<file path="src/rtl/alu_issue_stage.sv">
`default_nettype none
// ============================================================================
//  Module   : alu_issue_stage
//  Purpose  : ID->EX pipeline register for a small RV32I-style integer core.
//             Decodes the ALU operation and control bits from the ID fields,
//             registers them into EX, detects load-use hazards against the
//             instruction in EX, and forwards EX/MEM and MEM/WB results into
//             the ALU operands and the store data.
//  Ports    : clk, reset            - clock, synchronous active-high reset
//             id_*                  - instruction fields and operands in ID
//             exmem_*, memwb_*      - forwarding sources from later stages
//             stall, flush          - pipeline hold / kill of EX register
//             hazard_stall          - load-use stall request (combinational)
//             ex_*, alu_*           - EX register contents and ALU operands
//  Revision : 1.0 - initial release
// ============================================================================
module alu_issue_stage (
    input  logic        clk,
    input  logic        reset,
    input  logic        id_valid,
    input  logic [6:0]  id_opcode,
    input  logic [2:0]  id_funct3,
    input  logic        id_funct7_b5,
    input  logic [4:0]  id_rs1,
    input  logic [4:0]  id_rs2,
    input  logic [4:0]  id_rd,
    input  logic [31:0] id_rs1_data,
    input  logic [31:0] id_rs2_data,
    input  logic [31:0] id_imm,
    input  logic        exmem_reg_write,
    input  logic [4:0]  exmem_rd,
    input  logic [31:0] exmem_result,
    input  logic        memwb_reg_write,
    input  logic [4:0]  memwb_rd,
    input  logic [31:0] memwb_result,
    input  logic        stall,
    input  logic        flush,
    output logic        hazard_stall,
    output logic        ex_valid,
    output logic [31:0] alu_a,
    output logic [31:0] alu_b,
    output logic [3:0]  alu_control,
    output logic [31:0] ex_store_data,
    output logic [4:0]  ex_rd,
    output logic        ex_reg_write,
    output logic        ex_mem_read,
    output logic        ex_mem_write,
    output logic        ex_branch,
    output logic        ex_illegal
);

    localparam logic [6:0] c_OP_RTYPE  = 7'b0110011;
    localparam logic [6:0] c_OP_IALU   = 7'b0010011;
    localparam logic [6:0] c_OP_LOAD   = 7'b0000011;
    localparam logic [6:0] c_OP_STORE  = 7'b0100011;
    localparam logic [6:0] c_OP_BRANCH = 7'b1100011;

    localparam logic [3:0] c_ALU_AND = 4'b0000;
    localparam logic [3:0] c_ALU_OR  = 4'b0001;
    localparam logic [3:0] c_ALU_ADD = 4'b0010;
    localparam logic [3:0] c_ALU_SUB = 4'b0110;

    // ------------------------------------------------------------------
    // EX register
    // ------------------------------------------------------------------
    logic        r_valid;
    logic [4:0]  r_rs1;
    logic [4:0]  r_rs2;
    logic [4:0]  r_rd;
    logic [31:0] r_rs1_data;
    logic [31:0] r_rs2_data;
    logic [31:0] r_imm;
    logic [3:0]  r_alu_control;
    logic        r_alu_src;
    logic        r_reg_write;
    logic        r_mem_read;
    logic        r_mem_write;
    logic        r_branch;
    logic        r_illegal;

    // ------------------------------------------------------------------
    // Decode of the ID instruction
    // ------------------------------------------------------------------
    logic [3:0] w_alu_control;
    logic       w_alu_src;
    logic       w_reg_write;
    logic       w_mem_read;
    logic       w_mem_write;
    logic       w_branch;
    logic       w_illegal;

    always_comb begin
        w_alu_control = c_ALU_ADD;
        w_alu_src     = 1'b0;
        w_reg_write   = 1'b0;
        w_mem_read    = 1'b0;
        w_mem_write   = 1'b0;
        w_branch      = 1'b0;
        w_illegal     = 1'b0;
        case (id_opcode)
            c_OP_RTYPE: begin
                case (id_funct3)
                    3'b000: begin
                        w_alu_control = id_funct7_b5 ? c_ALU_SUB : c_ALU_ADD;
                        w_reg_write   = 1'b1;
                    end
                    3'b111: begin
                        w_alu_control = c_ALU_AND;
                        w_reg_write   = 1'b1;
                    end
                    3'b110: begin
                        w_alu_control = c_ALU_OR;
                        w_reg_write   = 1'b1;
                    end
                    default: w_illegal = 1'b1;
                endcase
            end
            c_OP_IALU: begin
                case (id_funct3)
                    3'b000: begin
                        w_alu_src   = 1'b1;
                        w_reg_write = 1'b1;
                    end
                    3'b111: begin
                        w_alu_control = c_ALU_AND;
                        w_alu_src     = 1'b1;
                        w_reg_write   = 1'b1;
                    end
                    3'b110: begin
                        w_alu_control = c_ALU_OR;
                        w_alu_src     = 1'b1;
                        w_reg_write   = 1'b1;
                    end
                    default: w_illegal = 1'b1;
                endcase
            end
            c_OP_LOAD: begin
                w_alu_src   = 1'b1;
                w_mem_read  = 1'b1;
                w_reg_write = 1'b1;
            end
            c_OP_STORE: begin
                w_alu_src   = 1'b1;
                w_mem_write = 1'b1;
            end
            c_OP_BRANCH: begin
                w_alu_control = c_ALU_SUB;
                w_branch      = 1'b1;
            end
            default: w_illegal = 1'b1;
        endcase
    end

    // ------------------------------------------------------------------
    // Load-use hazard: rs2 only matters for formats that actually read it
    // (R-type, store, branch); I-type reuses those bits as immediate.
    // ------------------------------------------------------------------
    logic w_uses_rs2;
    logic w_hazard;

    assign w_uses_rs2 = (id_opcode == c_OP_RTYPE) || (id_opcode == c_OP_STORE) ||
                        (id_opcode == c_OP_BRANCH);
    assign w_hazard   = r_valid && r_mem_read && id_valid && (r_rd != 5'd0) &&
                        ((r_rd == id_rs1) || ((r_rd == id_rs2) && w_uses_rs2));
    assign hazard_stall = w_hazard;

    // ------------------------------------------------------------------
    // Register update: reset > flush > stall > hazard bubble > capture.
    // A bubble only needs to kill valid and the side-effecting controls;
    // the data fields are left as they were.
    // ------------------------------------------------------------------
    always_ff @(posedge clk) begin
        if (reset) begin
            r_valid       <= 1'b0;
            r_rs1         <= 5'd0;
            r_rs2         <= 5'd0;
            r_rd          <= 5'd0;
            r_rs1_data    <= 32'd0;
            r_rs2_data    <= 32'd0;
            r_imm         <= 32'd0;
            r_alu_control <= c_ALU_ADD;
            r_alu_src     <= 1'b0;
            r_reg_write   <= 1'b0;
            r_mem_read    <= 1'b0;
            r_mem_write   <= 1'b0;
            r_branch      <= 1'b0;
            r_illegal     <= 1'b0;
        end else if (flush || (!stall && w_hazard)) begin
            r_valid     <= 1'b0;
            r_reg_write <= 1'b0;
            r_mem_read  <= 1'b0;
            r_mem_write <= 1'b0;
            r_branch    <= 1'b0;
            r_illegal   <= 1'b0;
        end else if (!stall) begin
            r_valid       <= id_valid;
            r_rs1         <= id_rs1;
            r_rs2         <= id_rs2;
            r_rd          <= id_rd;
            r_rs1_data    <= id_rs1_data;
            r_rs2_data    <= id_rs2_data;
            r_imm         <= id_imm;
            r_alu_control <= w_alu_control;
            r_alu_src     <= w_alu_src;
            r_reg_write   <= w_reg_write;
            r_mem_read    <= w_mem_read;
            r_mem_write   <= w_mem_write;
            r_branch      <= w_branch;
            r_illegal     <= w_illegal;
        end
    end

    // ------------------------------------------------------------------
    // Operand forwarding: the younger EX/MEM result wins over MEM/WB;
    // x0 is never forwarded.
    // ------------------------------------------------------------------
    logic [31:0] w_fwd_rs1;
    logic [31:0] w_fwd_rs2;

    always_comb begin
        w_fwd_rs1 = r_rs1_data;
        if (exmem_reg_write && (exmem_rd != 5'd0) && (exmem_rd == r_rs1))
            w_fwd_rs1 = exmem_result;
        else if (memwb_reg_write && (memwb_rd != 5'd0) && (memwb_rd == r_rs1))
            w_fwd_rs1 = memwb_result;

        w_fwd_rs2 = r_rs2_data;
        if (exmem_reg_write && (exmem_rd != 5'd0) && (exmem_rd == r_rs2))
            w_fwd_rs2 = exmem_result;
        else if (memwb_reg_write && (memwb_rd != 5'd0) && (memwb_rd == r_rs2))
            w_fwd_rs2 = memwb_result;
    end

    assign alu_a         = w_fwd_rs1;
    assign alu_b         = r_alu_src ? r_imm : w_fwd_rs2;
    assign ex_store_data = w_fwd_rs2;

    assign ex_valid      = r_valid;
    assign alu_control   = r_alu_control;
    assign ex_rd         = r_rd;
    assign ex_reg_write  = r_reg_write;
    assign ex_mem_read   = r_mem_read;
    assign ex_mem_write  = r_mem_write;
    assign ex_branch     = r_branch;
    assign ex_illegal    = r_illegal;

endmodule
`default_nettype wire

</file>
<file path="config.mk">
export PLATFORM = sky130hd
export DESIGN_NAME = alu_issue_stage
export DESIGN_NICKNAME = d
export VERILOG_FILES = /design/src/rtl/alu_issue_stage.sv
export SDC_FILE = /design/constraint.sdc
export NUM_CORES = 1
export LEC_CHECK = 0
export CORE_MARGIN = 2
export CORE_UTILIZATION = 35
export DETAILED_ROUTE_END_ITERATION = 6
export PLACE_DENSITY = 0.67
export SYNTH_ARGS = -nofsm -noshare
export SYNTH_HDL_FRONTEND = slang
export SYNTH_SLANG_ARGS = --single-unit
</file>
<file path="constraint.sdc">
create_clock -name clk -period 3.7 [get_ports clk]
set_clock_uncertainty 0.05 [all_clocks]
set_input_delay 0.74 -clock clk [delete_from_list [all_inputs] [get_ports clk]]
set_output_delay 0.74 -clock clk [all_outputs]
set_load 0.1 [all_outputs]
</file>
==> results by group <==
Synth
  • Number of flops mapped to enable cells by yosys: 0
  • Mapped cell area: 7794 um2
  • Top FF cell, synth: dfxtp_1
  • Mapped Avg Cell Area: 8.187 um2
  • Synth warn: 0
  • #FFs+latches synth: about 120
  • Mapped Nets: roughly 1200
  • Synthesized instance count: 952
  • Register area share after synthesis: 0.3108
  • Yosys cell types: 42
  • Share of the synthesized area in the top cell type: 0.3108
  • Synth area leaders: dfxtp_1 (31%), a311oi_1 (13%), a31o_1 (10%)
  • Asr flop ratio synth: 0
  • Largest area contributor in the netlist: dfxtp_1

Critical path
  • Top Family by Delay on Critical Path: buffers and inverters
  • Buf+Inv Stages, Crit Path: 4
  • Crit start category: primary input
  • Critical Path AT: between 2 and 3 ns
  • Required time of the critical path: 2.91 ns
  • FF-to-FF setup slack: 1.37 ns
  • CP max stage cell: clkdlybuf4s50_1
  • Critical path type: in -> out
  • Cell chain of the critical path: clkdlybuf4s50_1 > buf_4 > xnor2_1 > o211ai_4 > buf_6 > nor3_1 > a31oi_4 > mux2_4 > buf_12
  • CP max stage delay: 0.42 ns
  • Crit end category: output pin
  • Crit-path max FO: 22

Placement
  • Placed instance area: 13470 um2
  • Placed insts: 1503
  • Port Buffers: 313
  • HPWL after DPL: 23440 um
  • Gpl congestion: 0.9038

Global routing
  • GRT Util Overall: 0.2785
  • Top Usage Layer GRT: met2
  • Met3 Resource Use GR: 0.06493
  • GR met1 Demand/Resource: 0.3434
  • Initial antenna violation count: 9
  • Routing usage on met2: 0.4596
  • Vias in the first global route: 8849
  • GR Overflow Total: 0
  • First-pass GRT wire length: 51230 um
  • Largest net degree at the start of global routing: 113

Clock tree
  • CTS Root Buffer Type: clkbuf_16
  • Post-CTS Hold Buffers: 0
  • Clk slew on worst S/H paths: about 0.060 ns
  • Clk buf depth: 2
  • CTS tree: done
  • Worst-Skew Late Latency: 0.42 ns
  • H-tree Lvls: 4
  • Clk sinks: ~120
  • Num CTS Buffers: 17

Floorplanning
  • Initial core utilization: 0.3571
  • IO Pins: roughly 320
  • Die Height: 153.2 um
  • Std cell rows: 54
  • DIE WIDTH: 153.2 um
  • Core area: ~22000 um2
  • Die ar.: 23480 um2

Timing
  • Count of final setup violators: 0
  • Peak Freq: 0.2727 GHz
  • Count of final hold-check violations: 0
  • RSZ-0062 raised after global routing: yes
  • Period utilization: 0.9910
  • Worst hold slack: between 0.4 and 0.5 ns
  • Fin. max-slew vios: 0
  • Tightest Pin Transition: 1.007 ns
  • Post-layout min period: 3.667 ns
  • Slew HR: 0.3290

Finish
  • Area Overhead vs Synth: 86.31%
  • Util after Layout: 0.6653
  • Post-Layout Inst Area: 14520 um2
  • NumNets Final: 1456
  • Most frequent cells in the layout: clkdlybuf4s50_1 (206), inv_1 (146), buf_12 (116)
  • Commonest non-fill, non-tap cell in the layout: clkdlybuf4s50_1
  • Finished Layout Cells: 1553
  • Share of cells above drive strength 1: 0.3183

Pwr
  • Cell area power density: 346.1 nW/um2
  • Peak supply drop: 0.3360 mV
  • Leakage: 0.005096 uW

Routing
  • Routed wire length: roughly 34000 um
  • DR iter-0 viols: 630
  • TritonRoute pass-1 iters: 5
  • Via count: 8814
  • WL/cell: 21.79 um
  • Drt via density: 5.675
  • Post-route ant nets: 0
  • DRC: 0

Run status
  • Outcome: finished, final reports clean

Job
  • # Max-Cap Violations: 0

Min path
  • Worst hold-check path type: reg -> reg
-- worst register-to-register path, cell delays in order, from the launching register on --
cell,delay (ns)
dfxtp_2,0.39
nor3_1,0.06
a31o_1,0.23
or4_4,0.58
and3_4,0.35
buf_12,0.29
a31o_2,0.27
-- cells in the mapped netlist (3+ instances only) --
library cell and instances:
inv_1 146, dfxtp_1 121, a311oi_1 112, a31o_1 91, clkbuf_1 82, nor2_1 39, nor3_1 36, a21oi_1 35
mux2i_1 35, o21ai_0 35, a31oi_1 32, or3_1 32, mux2_2 26, xnor2_1 23, a31o_2 22, buf_2 15
buf_6 10, xor2_1 7, mux2_1 6, nand2_1 6, nand3_1 6, a32o_1 4, clkbuf_2 4, nand4_1 4
or4_1 3
-- per-stage QoR --
| stage | worst slack [ns] | power (uW) | setup TNS, ns |
|---|---|---|---|
| after floorplan | -0.5326 | 2463 | -12.17 |
| after detailed placement | -0.1866 | 3241 | -6.875 |
| after CTS | -0.01778 | 5036 | -0.06292 |
| after global placement | -0.1402 | 3229 | -4.896 |
| after global routing | -0.01192 | 5186 | -0.03077 |
| final | 0.03316 | 5026 | 0 |
-- report_power, final --
group	switching, uW	internal, uW	leakage (uW)
clock network	657	1080	0.000289
logic	1070	803	0.00382
registers	46.0	1370	0.000993
total	1780	3250	0.00510
-- path summary, 6_finish.rpt --
check / startpoint / endpoint / cells past startpoint
max: exmem_rd[4] / alu_b[24] / 9
min: alu_control[2]$_SDFFE_PP0P_ / alu_control[2]$_SDFFE_PP0P_ / 2
max reg2reg: ex_rd[1]$_SDFFE_PP0P_ / r_rs1_data[5]$_SDFFE_PP0P_ / 6
min reg2reg: alu_control[2]$_SDFFE_PP0P_ / alu_control[2]$_SDFFE_PP0P_ / 2
-- cells by family (layout without fill, tap and decap cells) --
logic type,after synthesis,in the layout,synth area share
AO/OA/AOI/OAI,336,336,0.3342
buffers and inverters,261,575,0.1389
AND/OR/NAND/NOR,136,136,0.09071
flip-flops,121,121,0.3108
multiplexers,67,67,0.09119
XOR/XNOR,30,30,0.03371
other,1,8,0.0004812
-- flip-flops by register name (all words and copies together) (netlist names) --
name	count
ex_mem_write	1
ex_valid	1
r_rs1_data	32
r_rs2	5
r_rs1	5
r_alu_src	1
ex_reg_write	1
ex_branch	1
r_imm	32
ex_mem_read	1
ex_illegal	1
ex_rd	5
alu_control	3
r_rs2_data	32
-- layer usage --
| layer | wire (um) | share of wire |
|---|---|---|
| met1 | 13930 | 0.41 |
| met2 | 16430 | 0.49 |
| met3 | 2258 | 0.067 |
| met4 | 1212 | 0.036 |
| met5 | 17 | 0.00050 |
-- layout make-up --
| type | instances | area (um2) |
|---|---|---|
| multi-input combinational | 570 | 5492 |
| clock inverter | 14 | 173.9 |
| tap | 280 | 350.3 |
| antenna | 7 | 17.52 |
| sequential | 121 | 2432 |
| inverter | 147 | 554.3 |
| fill | 1754 | 7303 |
| timing repair buffer | 396 | 5061 |
| clock buffer | 18 | 439.2 |
-- timing repair --
action	CTS	global route
pin swaps	8	13
setup endpoints to repair	65	41
cloned	3	3
setup buffers	5	0
gates resized for setup	44	24
Note: power is estimated with default switching activity, not from simulation.
==> edit: new RTL, config.mk and constraints unchanged <==
Reset style: asynchronous (`reset`), changed in one clocked block. Comments in the files are not updated.
--- a/src/rtl/alu_issue_stage.sv
+++ b/src/rtl/alu_issue_stage.sv
@@ -169,7 +169,7 @@
     // A bubble only needs to kill valid and the side-effecting controls;
     // the data fields are left as they were.
     // ------------------------------------------------------------------
-    always_ff @(posedge clk) begin
+    always_ff @(posedge clk or posedge reset) begin
         if (reset) begin
             r_valid       <= 1'b0;
             r_rs1         <= 5'd0;
Check against the original RTL: differs if reset is asserted again (counterexample within 4 cycles, from zero or initial values and one cycle with reset high); with reset held inactive, the same outputs for 4 cycles.
==> edit against the original RTL <==
Worst hold slack improved by 17 ps; synthesized cell count shrank 30%; sequential cell count did not move; design area fell by 5.1%; setup slack better by 28 ps; utilization increased by 3.8 points; wire length down 20%; synthesized area decreased by 9.7%; largest cell class is now non-clock buffers.
Power is not compared: it rests on default switching activity, and its combinational part moved more than twofold at a synthesized area within 25%.
==> edit: results (changes against the original RTL) <==
Critical path:
- The capture instance of the worst register-to-register path is r_rs2_data[10].
- The biggest cell delay along the critical path came to 560 ps (+140 ps).
- The worst-path maximum fanout is 7 (-68%).
- The launch point of the worst reg-to-reg path is ex_rd[2].
- The slack of the worst reg-to-reg path was 1060 ps (-310 ps).
- The slowest stage cell on the critical path is sky130_fd_sc_hd__or4_4.
- The data arrival time of the critical path is 2850 ps (-30 ps).

Placement:
- The weighted congestion reported at the end of routability-driven placement was 0.861 (-4.7%).

Yosys:
- By count the netlist is led by sky130_fd_sc_hd__mux2_2 (130), sky130_fd_sc_hd__dfrtp_1 (120), sky130_fd_sc_hd__nor2_1 (39).
- After synthesis, the cell types taking the most area are sky130_fd_sc_hd__dfrtp_1 (43%), sky130_fd_sc_hd__mux2_2 (21%), sky130_fd_sc_hd__mux2i_1 (4.7%).
- The xor and xnor fraction of the mapped netlist area is 3.61% (+0.24 points).
- The synthesized area per cell is 10.6 sq um (+29%).
- The number of library cell types mapped by synthesis is 41 (-2.4%).
- The net count after synthesis came to 869 (-25%).
- The most common flop cell mapped by yosys is sky130_fd_sc_hd__dfrtp_1.
- The area fraction in compound gates after synthesis is 9.14% (-24 points).
- The async set or reset register ratio after synthesis is 100% (+100 points).
- The share of cell area taken by muxes after synthesis came to 28.1% (+19 points).

Detailed routing:
- The number of vias in the routed layout is 6717 (-24%).
- The wire length on met3 is 1.85 mm (-18%).
- The initial detailed-routing violation count is 225 (-64%).
- The met2 wirelength from detailed routing came to 13.3 mm (-19%).
- The met1 routed wirelength after detailed routing is 11.2 mm (-20%).
- After detailed routing, no signal wire sits above met4.
- The detailed-route wire length per cell is 20.3 um (-6.7%).
- The total iterations of the first detailed-routing run is 4 (-1).

Finish:
- The share of final layout cell area taken by clock buffers and inverters was 4.39% (+0.17 points).
- The share of layout cells above drive strength 1 was 43.8% (+12 points).
- The number of signal-net inverters in the final layout is 36 (-76%).
- The number of fill cells is 1429 (-19%).
- The total of clock buffers placed in the layout is 23 (+5).
- The post-route non-filler standard cell count is 1329 (-14%).
- The multi-input combinational cell count came to 459 (-19%).
- The multi-input logic portion of the cell area is 33.2% (-4.6 points).
- The layout buffer count excluding clock buffers was 414 (+4.5%).

Global route:
- The first-pass GRT wire length was 41.6 mm (-19%).
- The pin count of the biggest net entering global routing is 63 (-44%).
- The number of global-route vias before repair came to 7055 (-20%).
- The met3 global-route usage is 6.71% (+0.22 points).
- The initial antenna violation count came to 3 (-6).
- The global routing usage on met2 is 43.0% (-3.0 points).
- The routing usage on met1 was 30.7% (-3.7 points).

Run status:
- The run finished with clean final reports.

STA:
- The actual slew at the worst max-slew pin is 1010 ps (+0.119 ps).
- The worst hold margin was 435 ps (+16.8 ps).

Worst hold path:
- The cell depth of the worst hold path is 1 (-1).
- The worst hold path begins at r_rs1_data[29].
- The worst min-delay path endpoint is r_rs1_data[29].
-- edit: repair_timing --
item / in CTS / in global routing
gates cloned: 2 / 0
pin swaps: 6 / 5
endpoints found under the setup margin: 77 / 89
gates resized for setup: 20 / 52
setup buffers: 5 / 2
-- edit: worst max-delay path by stage --
stage	startpoint	to	slack, ps
3_3_place_gp	exmem_rd[1]	alu_b[30]	-100
3_5_place_dp	exmem_rd[1]	alu_b[30]	-130
6_report	exmem_rd[4]	alu_b[28]	60
4_1_cts	exmem_rd[0]	alu_b[2]	-40
5_1_grt	exmem_rd[0]	alu_b[19]	10
2_1_floorplan	exmem_rd[1]	alu_b[30]	-550
-- edit: critical path, delay by kind of cell --
kind            cells  cell delay [ps]
mux                 1              290
simple gates        2              790
buf+inv             4              700
compound gates      2              320
-- edit: stage by stage --
stage	instance area, sq um	setup TNS (ps)	total power [uW]
finish	13800	0	7360
floorplan	7760	-1280	3980
CTS	13500	-489	7370
global route	13800	0	7600
detailed placement	12800	-4070	5630
global placement	12800	-2990	5590
